===== src/rtl/rc_charge_sequencer.sv =====
// Round-robin RC charge-time sequencer: grants one channel, drives its step input,
// times the comparator response, then discharges before reporting the result.
module rc_charge_sequencer #(
    parameter int N_CH          = 4,
    parameter int CNT_W         = 8,
    parameter int TIMEOUT_CYC   = 200,
    parameter int DISCHARGE_CYC = 32
) (
    input  logic                    clk,
    input  logic                    rst_n,
    input  logic [N_CH-1:0]         req,
    input  logic [N_CH-1:0]         cmp_in,
    output logic [N_CH-1:0]         grant,
    output logic [N_CH-1:0]         step_out,
    output logic                    busy,
    output logic                    done,
    output logic [$clog2(N_CH)-1:0] done_ch,
    output logic [CNT_W-1:0]        delay,
    output logic [1:0]              status
);

    localparam int PTR_W = $clog2(N_CH);

    localparam logic [1:0] ST_OK      = 2'b00;
    localparam logic [1:0] ST_TIMEOUT = 2'b01;
    localparam logic [1:0] ST_PRECHG  = 2'b10;

    typedef enum logic [1:0] {
        IDLE,
        CHARGE,
        DISCHARGE,
        DONE
    } state_t;

    state_t             state_q, state_d;
    logic [N_CH-1:0]    cmp_meta_q, cmp_s_q;
    logic [N_CH-1:0]    grant_q, grant_d;
    logic [PTR_W-1:0]   gnt_idx_q, gnt_idx_d;
    logic [PTR_W-1:0]   rr_ptr_q, rr_ptr_d;
    logic [CNT_W-1:0]   cnt_q, cnt_d;
    logic [CNT_W-1:0]   meas_delay_q, meas_delay_d;
    logic [1:0]         meas_status_q, meas_status_d;
    logic [CNT_W-1:0]   delay_q, delay_d;
    logic [1:0]         status_q, status_d;
    logic [PTR_W-1:0]   done_ch_q, done_ch_d;

    logic               pick_found;
    logic [PTR_W-1:0]   pick_idx;
    logic [PTR_W-1:0]   cand;
    logic               cmp_hit;

    // Comparator outputs are asynchronous; only the second flop stage is used.
    always_ff @(posedge clk or negedge rst_n) begin
        if (!rst_n) begin
            cmp_meta_q <= '0;
            cmp_s_q    <= '0;
        end else begin
            cmp_meta_q <= cmp_in;
            cmp_s_q    <= cmp_meta_q;
        end
    end

    // First requester at or after rr_ptr, wrapping; the last served channel ranks last.
    always_comb begin
        pick_found = 1'b0;
        pick_idx   = '0;
        cand       = '0;
        for (int i = 0; i < N_CH; i++) begin
            cand = PTR_W'((int'(rr_ptr_q) + i) % N_CH);
            if (!pick_found && req[cand]) begin
                pick_found = 1'b1;
                pick_idx   = cand;
            end
        end
    end

    assign cmp_hit = cmp_s_q[gnt_idx_q];

    always_ff @(posedge clk or negedge rst_n) begin
        if (!rst_n) begin
            state_q       <= IDLE;
            grant_q       <= '0;
            gnt_idx_q     <= '0;
            rr_ptr_q      <= '0;
            cnt_q         <= '0;
            meas_delay_q  <= '0;
            meas_status_q <= ST_OK;
            delay_q       <= '0;
            status_q      <= ST_OK;
            done_ch_q     <= '0;
        end else begin
            state_q       <= state_d;
            grant_q       <= grant_d;
            gnt_idx_q     <= gnt_idx_d;
            rr_ptr_q      <= rr_ptr_d;
            cnt_q         <= cnt_d;
            meas_delay_q  <= meas_delay_d;
            meas_status_q <= meas_status_d;
            delay_q       <= delay_d;
            status_q      <= status_d;
            done_ch_q     <= done_ch_d;
        end
    end

    always_comb begin
        state_d       = state_q;
        grant_d       = grant_q;
        gnt_idx_d     = gnt_idx_q;
        rr_ptr_d      = rr_ptr_q;
        cnt_d         = cnt_q;
        meas_delay_d  = meas_delay_q;
        meas_status_d = meas_status_q;
        delay_d       = delay_q;
        status_d      = status_q;
        done_ch_d     = done_ch_q;

        unique case (state_q)
            IDLE: begin
                if (pick_found) begin
                    grant_d   = {{(N_CH-1){1'b0}}, 1'b1} << pick_idx;
                    gnt_idx_d = pick_idx;
                    cnt_d     = '0;
                    state_d   = CHARGE;
                end
            end
            CHARGE: begin
                cnt_d = cnt_q + 1'b1;
                // A comparator hit takes priority over a timeout in the same cycle.
                if (cmp_hit) begin
                    meas_delay_d  = cnt_q;
                    meas_status_d = (cnt_q == '0) ? ST_PRECHG : ST_OK;
                    cnt_d         = '0;
                    state_d       = DISCHARGE;
                end else if (cnt_q == CNT_W'(TIMEOUT_CYC - 1)) begin
                    meas_delay_d  = '1;
                    meas_status_d = ST_TIMEOUT;
                    cnt_d         = '0;
                    state_d       = DISCHARGE;
                end
            end
            DISCHARGE: begin
                cnt_d = cnt_q + 1'b1;
                if (cnt_q == CNT_W'(DISCHARGE_CYC - 1)) begin
                    delay_d   = meas_delay_q;
                    status_d  = meas_status_q;
                    done_ch_d = gnt_idx_q;
                    state_d   = DONE;
                end
            end
            DONE: begin
                rr_ptr_d = (gnt_idx_q == PTR_W'(N_CH - 1)) ? '0 : gnt_idx_q + 1'b1;
                grant_d  = '0;
                state_d  = IDLE;
            end
            default: state_d = IDLE;
        endcase
    end

    // Decoded from the async-reset state so the step drive drops the moment reset asserts.
    assign step_out = (state_q == CHARGE) ? grant_q : '0;
    assign grant    = grant_q;
    assign busy     = (state_q != IDLE);
    assign done     = (state_q == DONE);
    assign done_ch  = done_ch_q;
    assign delay    = delay_q;
    assign status   = status_q;

endmodule

===== config.mk =====
export PLATFORM = sky130hd
export DESIGN_NAME = rc_charge_sequencer
export DESIGN_NICKNAME = d
export VERILOG_FILES = /design/src/rtl/rc_charge_sequencer.sv
export SDC_FILE = /design/constraint.sdc
export NUM_CORES = 1
export LEC_CHECK = 0
export BUFFER_PORTS_ARGS = -buffer_cell sky130_fd_sc_hd__buf_4
export CAP_MARGIN = 20
export CORE_ASPECT_RATIO = 0.7
export CORE_MARGIN = 2
export CORE_UTILIZATION = 25
export DETAILED_ROUTE_END_ITERATION = 8
export GPL_ROUTABILITY_DRIVEN = 0
export PLACE_DENSITY = 0.47
export RECOVER_POWER = 50
export REMOVE_ABC_BUFFERS = 1
export SLEW_MARGIN = 20
export SYNTH_ARGS = -nofsm -noshare
export SYNTH_HDL_FRONTEND = slang
export SYNTH_SLANG_ARGS = --single-unit

===== constraint.sdc =====
create_clock -name clk -period 2 [get_ports clk]
set_clock_uncertainty 0.1 [all_clocks]
set_input_delay 0.3 -clock clk [delete_from_list [all_inputs] [get_ports clk]]
set_output_delay 0.3 -clock clk [all_outputs]
set_load 0.02 [all_outputs]

* Word-level counts from Yosys, hierarchy flattened *
Index checks and enable logic that the tools add are counted.

operators by class
  add/subtract/negate cells = 5
  magnitude comparators = 5
  equality and inequality tests = 9
  shift operators = 1
  muxes and demuxes = 36
  reduce and logical (&&, ||, !) cells = 18

operator list
  cell                                                                           count
  8-bit 2-to-1 mux                                                               5
  2-bit 2-to-1 mux                                                               12
  8-bit one-hot mux with 3 select lines                                          1
  2-bit by 3-bit less-than comparator with 1-bit output (second input constant)  5
  1-bit binary-select mux with 2-bit select                                      5
  2-bit AND reduction                                                            5
  1-bit 2-to-1 mux                                                               9
  8-bit by 1-bit adder with 8-bit output (second input constant)                 1
  8-bit by 5-bit equality test with 1-bit output (second input constant)         1
  8-bit equality test (second input constant)                                    1
  8-bit zero test                                                                1
  4-bit 2-to-1 mux                                                               2
  2-bit one-hot mux with 4 select lines                                          1
  4-bit one-hot mux with 2 select lines                                          1
  2-bit equality test (second input constant)                                    3
  2-bit nonzero test                                                             3
  2-bit by 1-bit adder with 2-bit output (second input constant)                 2
  2-bit adder (second input constant)                                            2
  2-bit != test (second input constant)                                          2
  1-bit by 2-bit left shift with 4-bit output (first input constant)             1
  1-bit logical AND                                                              3
  1-bit zero test                                                                3
  3-bit != test (second input constant)                                          1
  3-bit AND reduction                                                            1
  3 further kinds                                                                3

storage, ports and cells
  register bits after elaboration = 48
  bits of input ports = 10
  output and inout port bits = 22
  word-level logic and storage cells = 86

* Logic depth before layout (Yosys ltp) *
  word-level depth = 15
  mapped depth = 7
  depth with buffers taken out = 6

* Worst setup path before layout *
Ideal clock, no wire load.

  kind = reg2reg
  from = register cnt_q[0]
  to = register state_q[1]
  setup time = 0.125 ns
  data arrival time = 1.640 ns
  data required time = 1.775 ns
  setup slack = 0.135 ns
  stages on the path, launching flop included = 6
  buffers on the path = 0
  period minus slack after synthesis = 1.865 ns
  path through = dfrtp_1 -> ha_1 -> nand4_2 -> o41a_1 -> a221o_1 -> mux2_4

between the ends
  word-level cells in the longest chain between the ends = 3
  elaborated cells between the ends (all ways) = 5
  those cells by class = eq/ne: 4; reduce/logical: 1

ends and longest elaborated chain
  what                                                                                          line      source
  start: declaration                                                                            40        logic [CNT_W-1:0] cnt_q, cnt_d;
  start signal: assignment                                                                      96        cnt_q <= cnt_d;
  8-bit equality test / 8-bit by 5-bit equality test with 1-bit output (equally long branches)  134, 143
  3-bit != test (no line) / 2-bit != test (equally long branches)                               -
  3-bit AND reduction (no line) *                                                               -
  end signal: assignment                                                                        92        state_q <= state_d;
  end: declaration                                                                              35        state_t state_q, state_d;

Mark *: on every way between the ends. The rest lies on a longest branch, timed or not.
A chain may end at the register's enable or synchronous reset.

* Final worst setup path *
  from = register gnt_idx_q[0]
  to = register state_q[1]

between the ends
  word-level cells in the longest chain between the ends = 4
  elaborated cells between the ends (all ways) = 6
  those cells by class = eq/ne: 1; mux: 4; reduce/logical: 1

ends and longest elaborated chain
  what                                                                                 line  source
  start: declaration                                                                   38    logic [PTR_W-1:0] gnt_idx_q, gnt_idx_d;
  start signal: assignment                                                             94    gnt_idx_q <= gnt_idx_d;
  1-bit binary-select mux with 2-bit select *                                          77    assign cmp_hit = cmp_s_q[gnt_idx_q];
  1-bit 2-to-1 mux (implied by the code) *                                             77
  2-bit 2-to-1 mux / 3-bit != test (equally long branches)                             -
  2-bit one-hot mux with 4 select lines / 3-bit AND reduction (equally long branches)  -

Mark *: on every way between the ends. The rest lies on a longest branch, timed or not. The select of a mux whose other input is x is not followed.

==> flow_summary.ini <==
[outcome]
status = completed

[die]
fp.dieW_um = 116.9
core_um2 = 8548
die_area_um2 = 9707
ios = 32
rows = 28
fp.dieH_um = 83.04
initial_core_util_pct = 26.10

[global_routing]
antenna_found_initial = 0
grt_pass1_wl_mm = 8.411
grt-ovfl-total = 0
grt_pass1_vias = 1543
grt_max_degree = 49
track_usage_pct = 11.31

[critical_path]
r2r-start = gnt_idx_q[0]
cp-startpoint = gnt_idx_q[0]
startpoint_type = flip-flop
arrival_ns = 1.99
required_ns = 2.08
worst_r2r_path_depth = 4
crit_path_end_kind = flip-flop
rrSetupSlack_ns = 0.09
cp_max_fo = 5
endpoint = state_q[1]
r2r_end = state_q[1]
crit_type = flip-flop to flip-flop

[synth]
synth_fa_ha_area_share_pct = 5.048
yosysWarnings = 0
async_flop_share_pct = 100.0
synth_simple_gate_area_share_pct = 11.95
ys_seq_area_share_pct = 53.84
synth_xor_area_share_pct = 0
synthFlopType = dfrtp_1
muxShareOfSynthArea_pct = 9.142
ys_ff_latch = 48
synth_cell_types = 43
synth_compound_area_share_pct = 16.43
synth_top_family_by_area = compound AO/OA/AOI/OAI gates
synth_edf_count = 0
syn_avg_cell_area_um2 = 11.50
syn_area_um2 = 2231
syn_inst = 194

[finish]
area_delta_synth_final_pct = 28.94
final_common_cell = dfrtp_1
insertedDiodeCount = 0
drive_gt1_share_pct = 30.45
stdcell_count = 363
layout_common_cells = dfrtp_1, buf_4, nand2_1, mux2_2, inv_1
num-nets-final = 261
filler_cell_count = 890

[clock_tree]
cts_sinks = 48
root_buffer = clkbuf_16
clk_pin_slew_ns = 0.07
cts_setup_buffers = 0
insertion_delay_ns = 0.29
cts_tree = yes
clockBufferDepth = 2
cts_htree_levels = 2
cts_buffers = 5

[timing]
fmax_ghz = 0.5224
period_share_pct = 95.72
fin_crit_ns = 1.914
worst_slack_ns = 0.08562
grt_setup_unrepaired = no
worstMarginPinSlew_ns = 1.200
slew_headroom_pct = 20.02
finalHoldViolCount = 0
final-setup-viol-count = 0
report.final.slew_viol_count = 0
tns_ns = 0
whs_ns = 0.03666

[routing]
drt_iter0_drc = 87
vias = 1631
drc_errors = 0
routed_wl_mm = 4.969
routedWlPerCell_um = 13.69
vias_per_cell = 4.493
dr.pass1.iters = 4
antenna_left = 0

[pwr]
power_leakage_nw = 1.334
pwr_density_cell_nw_per_um2 = 1250
vdd_drop_max_v = 0.0004645

[place]
dp.cells = 354
place.port_buffers = 31
dp_slack_ns = -0.04776
hpwl_mm = 3.641

[job]
drv_cap = 0

[worst_hold_path]
hp-start = cmp_in[2]
min-delay-path-class = input port to flip-flop
[state kept, by name, indices dropped and copies added, names as in the netlist, 4 cells and up]
name	flops
cmp_s_q	4
cnt_q	8
grant	4
cmp_meta_q	4
delay	8
meas_delay_q	8
[logic make-up after synthesis]
kind of cell               after synthesis
AOI/OAI and AO/OA                       48
adders and majority gates                9
buffers and inverters                   19
DFF                                     48
muxes                                   17
and+or+nand+nor                         53
[repair_timing]
item                                   in CTS  in global routing
gates resized for setup                     1                  0
setup endpoints to repair                   9                  2
pin swaps                                   0                  1
endpoints found under the hold margin      48                  0
hold buffers                                1                  0
[worst min-delay path by stage]
stage | end | slack (ns) | cells past startpoint
2_1_floorplan | cmp_meta_q[0] | -0.1 | 0
3_3_place_gp | cmp_s_q[0] | 0.23 | 0
3_5_place_dp | cmp_s_q[3] | 0.24 | 0
4_1_cts | cmp_meta_q[2] | 0.005 | 1
5_1_grt | cmp_meta_q[2] | 0.03 | 1
6_report | cmp_meta_q[2] | 0.04 | 1
[synthesized netlist by cell type (4+ instances only)]
cell type	number	area share (%)
dfrtp_1	48	54
nand2_1	19	3.2
mux2_2	13	6.6
inv_1	10	1.7
ha_1	9	5.0
nor2_1	9	1.5
o22a_1	9	3.5
o211ai_1	8	2.7
o21ai_0	8	1.8
buf_2	6	1.3
a21oi_1	5	1.1
and2_1	5	1.4
nand3_1	5	1.1
a32o_1	4	1.8
nor3_1	4	0.90
[per-stage QoR]
| step | util, % | total power, mW | area [um^2] |
|---|---|---|---|
| finish | 33.65 | 3.596 | 2877 |
| global route | 33.65 | 3.821 | 2877 |
| CTS | 33.81 | 3.656 | 2890 |
| detailed placement | 31.66 | 2.651 | 2706 |
| global placement | 31.66 | 2.648 | 2706 |
| floorplan | - | 2.158 | 2188 |
[worst max-delay path, stage by stage (launching register included)]
cell,delay (ns)
dfrtp_1,0.37
mux4_2,0.59
a21oi_2,0.19
a221o_1,0.24
mux2_4,0.31
[layer usage]
layer	global-route usage, %	part of all wire, %	up-vias
li1	-	-	798
met1	19.46	57	790
met2	12.98	36	37
met3	2.847	5.1	6
met4	3.529	1.3	0
met5	0	0	-
[report_power, final]
group	total (mW)	internal, mW	switching (mW)	leakage [nW]
clock	0.973	0.594	0.379	0.0804
combinational	1.29	0.560	0.733	0.636
sequential	1.33	1.18	0.148	0.618
total	3.60	2.34	1.26	1.33
[layout make-up]
class	instances	area [um^2]	share of cell area, %
Sequential cell	48	1201	41.76
Multi-Input combinational cell	127	952.2	33.10
Inverter	10	37.54	1.305
Tap cell	120	150.1	5.220
Timing Repair Buffer	50	364.1	12.66
Clock inverter	3	46.29	1.609
Clock buffer	5	125.1	4.350
(Power assumes the default switching activity.)
